===== config.mk =====
export PLATFORM = sky130hd
export DESIGN_NAME = cacheline_adaptor
export DESIGN_NICKNAME = d
export VERILOG_FILES = /design/src/rtl/cacheline_adaptor.sv
export SDC_FILE = /design/constraint.sdc
export NUM_CORES = 1
export LEC_CHECK = 0
export BUFFER_PORTS_ARGS = -buffer_cell sky130_fd_sc_hd__buf_2
export CAP_MARGIN = 20
export CORE_AREA = 3 3 279 281
export DETAILED_ROUTE_END_ITERATION = 16
export DIE_AREA = 0 0 282 284
export SYNTH_ARGS = -nofsm -noshare
export SYNTH_HDL_FRONTEND = slang
export SYNTH_SLANG_ARGS = --single-unit

===== constraint.sdc =====
create_clock -name clk -period 4.05 [get_ports clk]
set_input_delay 0.81 -clock clk [delete_from_list [all_inputs] [get_ports clk]]
set_output_delay 0.81 -clock clk [all_outputs]
set_load 0.05 [all_outputs]

===== src/rtl/cacheline_adaptor.sv =====
// Cache-line to memory-burst adaptor: one line read/write becomes BURSTS beats on the pmem bus.
// Optional macro CACHELINE_ADAPTOR_ALIGN_EN forces address_o to a line-aligned address.
module cacheline_adaptor #(
  parameter int LINE_WIDTH  = 256,
  parameter int BURST_WIDTH = 64,
  parameter int ADDR_WIDTH  = 32
) (
  input  logic                   clk,
  input  logic                   rst,
  input  logic [ADDR_WIDTH-1:0]  address_i,
  input  logic                   read_i,
  input  logic                   write_i,
  input  logic [LINE_WIDTH-1:0]  line_i,
  output logic [LINE_WIDTH-1:0]  line_o,
  output logic                   resp_o,
  output logic [ADDR_WIDTH-1:0]  address_o,
  output logic                   read_o,
  output logic                   write_o,
  output logic [BURST_WIDTH-1:0] burst_o,
  input  logic [BURST_WIDTH-1:0] burst_i,
  input  logic                   resp_i
);

  // state   | meaning
  // s_idle  | waiting for a line request from the cache
  // s_read  | collecting read beats into line_buf
  // s_write | presenting write beats from line_buf
  // s_done  | one-cycle line-complete response

  localparam int BURSTS = LINE_WIDTH / BURST_WIDTH;
  localparam int CW     = (BURSTS > 1) ? $clog2(BURSTS) : 1;
  localparam int OFF    = $clog2(LINE_WIDTH / 8);
  localparam logic [CW-1:0] LAST = CW'(BURSTS - 1);

  typedef enum logic [1:0] {
    s_idle,
    s_read,
    s_write,
    s_done
  } state_t;

  state_t                 state_q, state_d;
  logic [CW-1:0]          count_q, count_d;
  logic [ADDR_WIDTH-1:0]  addr_buf, addr_d;
  logic [LINE_WIDTH-1:0]  line_buf, line_d;
  logic [ADDR_WIDTH-1:0]  addr_out_d;
  logic [BURST_WIDTH-1:0] burst_d;
  logic                   read_d, write_d, resp_d;

  always_comb begin
    state_d = state_q;
    count_d = count_q;
    addr_d  = addr_buf;
    line_d  = line_buf;
    case (state_q)
      s_idle: begin
        if (read_i) begin
          addr_d  = address_i;
          count_d = '0;
          state_d = s_read;
        end else if (write_i) begin
          addr_d  = address_i;
          line_d  = line_i;
          count_d = '0;
          state_d = s_write;
        end
      end
      s_read: begin
        if (resp_i) begin
          line_d[count_q*BURST_WIDTH +: BURST_WIDTH] = burst_i;
          count_d = count_q + 1'b1;
          if (count_q == LAST) state_d = s_done;
        end
      end
      s_write: begin
        if (resp_i) begin
          count_d = count_q + 1'b1;
          if (count_q == LAST) state_d = s_done;
        end
      end
      s_done:  state_d = s_idle;
      default: state_d = s_idle;
    endcase
  end

  // Outputs are registered from next-state values so they line up with state_q.
  always_comb begin
    read_d  = (state_d == s_read);
    write_d = (state_d == s_write);
    resp_d  = (state_d == s_done);
    addr_out_d = '0;
    if (read_d || write_d) begin
`ifdef CACHELINE_ADAPTOR_ALIGN_EN
      addr_out_d = {addr_d[ADDR_WIDTH-1:OFF], {OFF{1'b0}}};
`else
      addr_out_d = addr_d;
`endif
    end
    burst_d = '0;
    if (write_d) burst_d = line_d[count_d*BURST_WIDTH +: BURST_WIDTH];
  end

  always_ff @(posedge clk) begin
    if (rst) begin
      state_q   <= s_idle;
      count_q   <= '0;
      addr_buf  <= '0;
      line_buf  <= '0;
      line_o    <= '0;
      resp_o    <= 1'b0;
      address_o <= '0;
      read_o    <= 1'b0;
      write_o   <= 1'b0;
      burst_o   <= '0;
    end else begin
      state_q   <= state_d;
      count_q   <= count_d;
      addr_buf  <= addr_d;
      line_buf  <= line_d;
      line_o    <= line_d;
      resp_o    <= resp_d;
      address_o <= addr_out_d;
      read_o    <= read_d;
      write_o   <= write_d;
      burst_o   <= burst_d;
    end
  end

endmodule

==> metrics.txt <==
Synth Area per Inst 8.96 µm²; min cycle time layout 3120 ps; status finished, final reports clean; vias in the first global route 19019; drt pass-1 iters 9; I/O Buffers 711; DRT Wirelength 86600 µm; Hold Startpoint addr_buf[11]$_SDFF_PP0_; CTS H-Tree Depth 2; clk buf depth 3; Design Power 0.0116 W; Worst-path clk slew 70 ps; Hold Buf Count CTS 0; global-route wire length before repair 123000 µm; Finish-stage setup viols 0; Register Area 7830 µm²; die area 80100 µm²; Final Hold Fails 0; #FFs+latches synth 391; Comb power frac 0.260; worst-path maximum fanout 19; area delta synth->final 32.6%; Placed Cells incl. Taps 3624; multi-input logic area 10000 µm²; post-route setup TNS 0 ps; Fillers 8057; top post-synthesis cells by area dfxtp_1, mux2_2, a222oi_1, nor2_1, nand2_1; Post-synth EDFFs 0; startpoint types flip-flop; Slew headroom 0.352; post-cts sizing count 0; worst slew pin tran 972 ps; Reg2Reg Depth 9; CTS Buf Count 46; clock root buffer clkbuf_16; total clock sinks 391; DR WL/cell 23.3 µm; PwrDens 468 nW/µm²; mapped cell area 18700 µm²; Flop pwr share 0.369; Residual DRC 0; crit path kind reg -> reg; vias per cell 5.23; Overall Global Routing Usage 0.202; io pins 712; Nets 3063; WP data required 4560 ps; largest net degree at the start of global routing 155; skew final 21.7 ps; CP arrival 3640 ps; Die Height 284 µm; sw frac 0.356; Syn Nets 2460; width of the die 282 µm; reg2reg end burst_o[63]$_SDFF_PP0_; Int Pwr 0.00748 W; Final Non-Filler Cells 3715; fin crit share 0.771; top_reg_cell synth dfxtp_1; Worst VDD drop 356 µV; Synth Instances 2091; hpwl dp 59100 µm; highest clock rate 0.320 GHz; Net Sw Power 0.00415 W; Async S/R FF share, synth 0; DR iter-0 viols 2011; # Max-Cap Violations 0; sequential-to-total area share from yosys stat 0.418; Final GP Congestion 0.869; core area 75700 µm²; Worst Hold Class reg -> reg; Slew Viols, Final 0; Initial Utilization 0.247; Skew-Pair Late Insertion Delay 600 ps; CTS tree built; leading area contributor after synthesis dfxtp_1; total number of vias 19418; Yosys Warn Count 0; final core area utilization 0.328; leak pwr 11.0 nW; post-route cell area 24800 µm²; Rows 101; Unique masters post-synth 45; worst hold endpoint addr_buf[11]$_SDFF_PP0_; post-route ant nets 0; Placed Area 23300 µm²; post-CTS setup buffer count 0; post-synth top area share 0.418; initial antenna violation count 10; r2r setup slk 930 ps; Worst Hold Depth 2; worst reg2reg path startpoint count_q[0]$_SDFF_PP0_; Critical Path Sink Type flip-flop; RSZ-0062 raised after global routing false; clock group share of total power 0.371; grt total ovfl 0; layout cells sized above 1 0.393
routing by layer:
metal / share of wire / track usage
met4: 0.036 / 0.0789
met2: 0.48 / 0.342
met5: 0.00066 / 0
met3: 0.084 / 0.0445
met1: 0.40 / 0.247
how the worst max path moves through the flow:
stage,slack [ps],from,endpoint
3_5_place_dp,750,resp_i,burst_o[49]$_SDFF_PP0_
3_3_place_gp,770,resp_i,burst_o[49]$_SDFF_PP0_
4_1_cts,870,count_q[0]$_SDFF_PP0_,burst_o[63]$_SDFF_PP0_
2_1_floorplan,1190,state_q[0]$_SDFF_PP0_,burst_o[31]$_SDFF_PP0_
5_1_grt,650,count_q[0]$_SDFF_PP0_,burst_o[56]$_SDFF_PP0_
6_report,930,count_q[0]$_SDFF_PP0_,burst_o[63]$_SDFF_PP0_
worst max-delay path, cell delays in order (launching register included):
cell	delay, ps
dfxtp_1	610
inv_1	180
ha_1	470
nand3b_1	200
nor4_4	580
buf_4	440
a222oi_1	160
nor2_1	140
nor2_1	90
o22ai_1	150
registers in the layout (all words and copies together), names as in the netlist:
signal and cells:
line_buf 256, burst_o 64, addr_buf 32, address_o 32, count_q 2, state_q 2, read_o 1, resp_o 1
write_o 1
through the flow:
stage / hold WS [ps] / worst slack [ps]
global route: 448 / 645
CTS: 419 / 870
floorplan: 434 / 1190
finish: 454 / 928
detailed placement: 445 / 746
global placement: 443 / 767
power groups by stage:
| stage | Clock [W] | Combinational [W] | Sequential [W] |
|---|---|---|---|
| finish | 0.00431 | 0.00302 | 0.00429 |
| global route | 0.00456 | 0.00322 | 0.00432 |
| CTS | 0.00443 | 0.00303 | 0.00429 |
| detailed placement | 0 | 0.00302 | 0.00437 |
| global placement | 0 | 0.00302 | 0.00436 |
| floorplan | 0 | 0.00127 | 0.00513 |
cell usage after synthesis, types with 4 or more instances:
master / count
buf_6: 9
mux2_1: 29
a221oi_1: 64
nand2_1: 150
a21oi_1: 50
buf_2: 61
mux2_2: 213
and2_1: 63
a222oi_1: 173
o22ai_1: 58
inv_1: 10
a211oi_1: 7
nor2b_1: 45
clkbuf_1: 115
nand3_1: 63
o21ai_0: 69
mux2i_1: 15
buf_1: 14
ha_1: 12
buf_4: 6
a22oi_1: 16
a221o_1: 4
dfxtp_1: 391
nor2_1: 417
nand3b_1: 4
layout by cell type (no fill, tap or decap), types with 3 or more instances in the layout:
cell        Yosys  final
a211o_1         3      3
a211oi_1        7      7
a21oi_1        50     50
a221o_1         4      4
a221oi_1       64     64
a222oi_1      173    173
a22oi_1        16     15
a31oi_4         3      4
and2_1         63     63
buf_12          0     16
buf_2          61    710
buf_4           6     34
bufinv_16       0      3
clkbuf_1      115      5
clkbuf_16       0     46
clkbuf_8        0      8
clkinv_2        0     12
clkinvlp_4      0      4
dfxtp_1       391    391
diode_2         0      5
ha_1           12     10
inv_1          10     10
inv_6           0      3
mux2_1         29     29
mux2_2        213    213
mux2i_1        15     15
nand2_1       150    149
nand2b_1        3      3
nand3_1        63     63
nand3b_1        4      4
nor2_1        417    415
nor2b_1        45     45
nor3_1          3      3
o21ai_0        69     69
o22ai_1        58     58
cell type report:
type / count / share of cell area
clock buffers: 59 / 0.0515
flip-flops and latches: 391 / 0.315
well taps: 978 / 0.0493
clock inverters: 27 / 0.0113
repair buffers: 761 / 0.167
multi-input cells: 1484 / 0.404
diodes: 5 / 0.000504
inverters: 10 / 0.00151
kinds of logic after synthesis:
group	share of synthesized area
AO/OA/AOI/OAI	0.195
adder cells (fa/ha/maj)	0.00802
buffers and inverters	0.0522
flip-flops	0.418
multiplexers	0.153
AND/OR/NAND/NOR	0.174
Power figures use the tool's default switching activity.
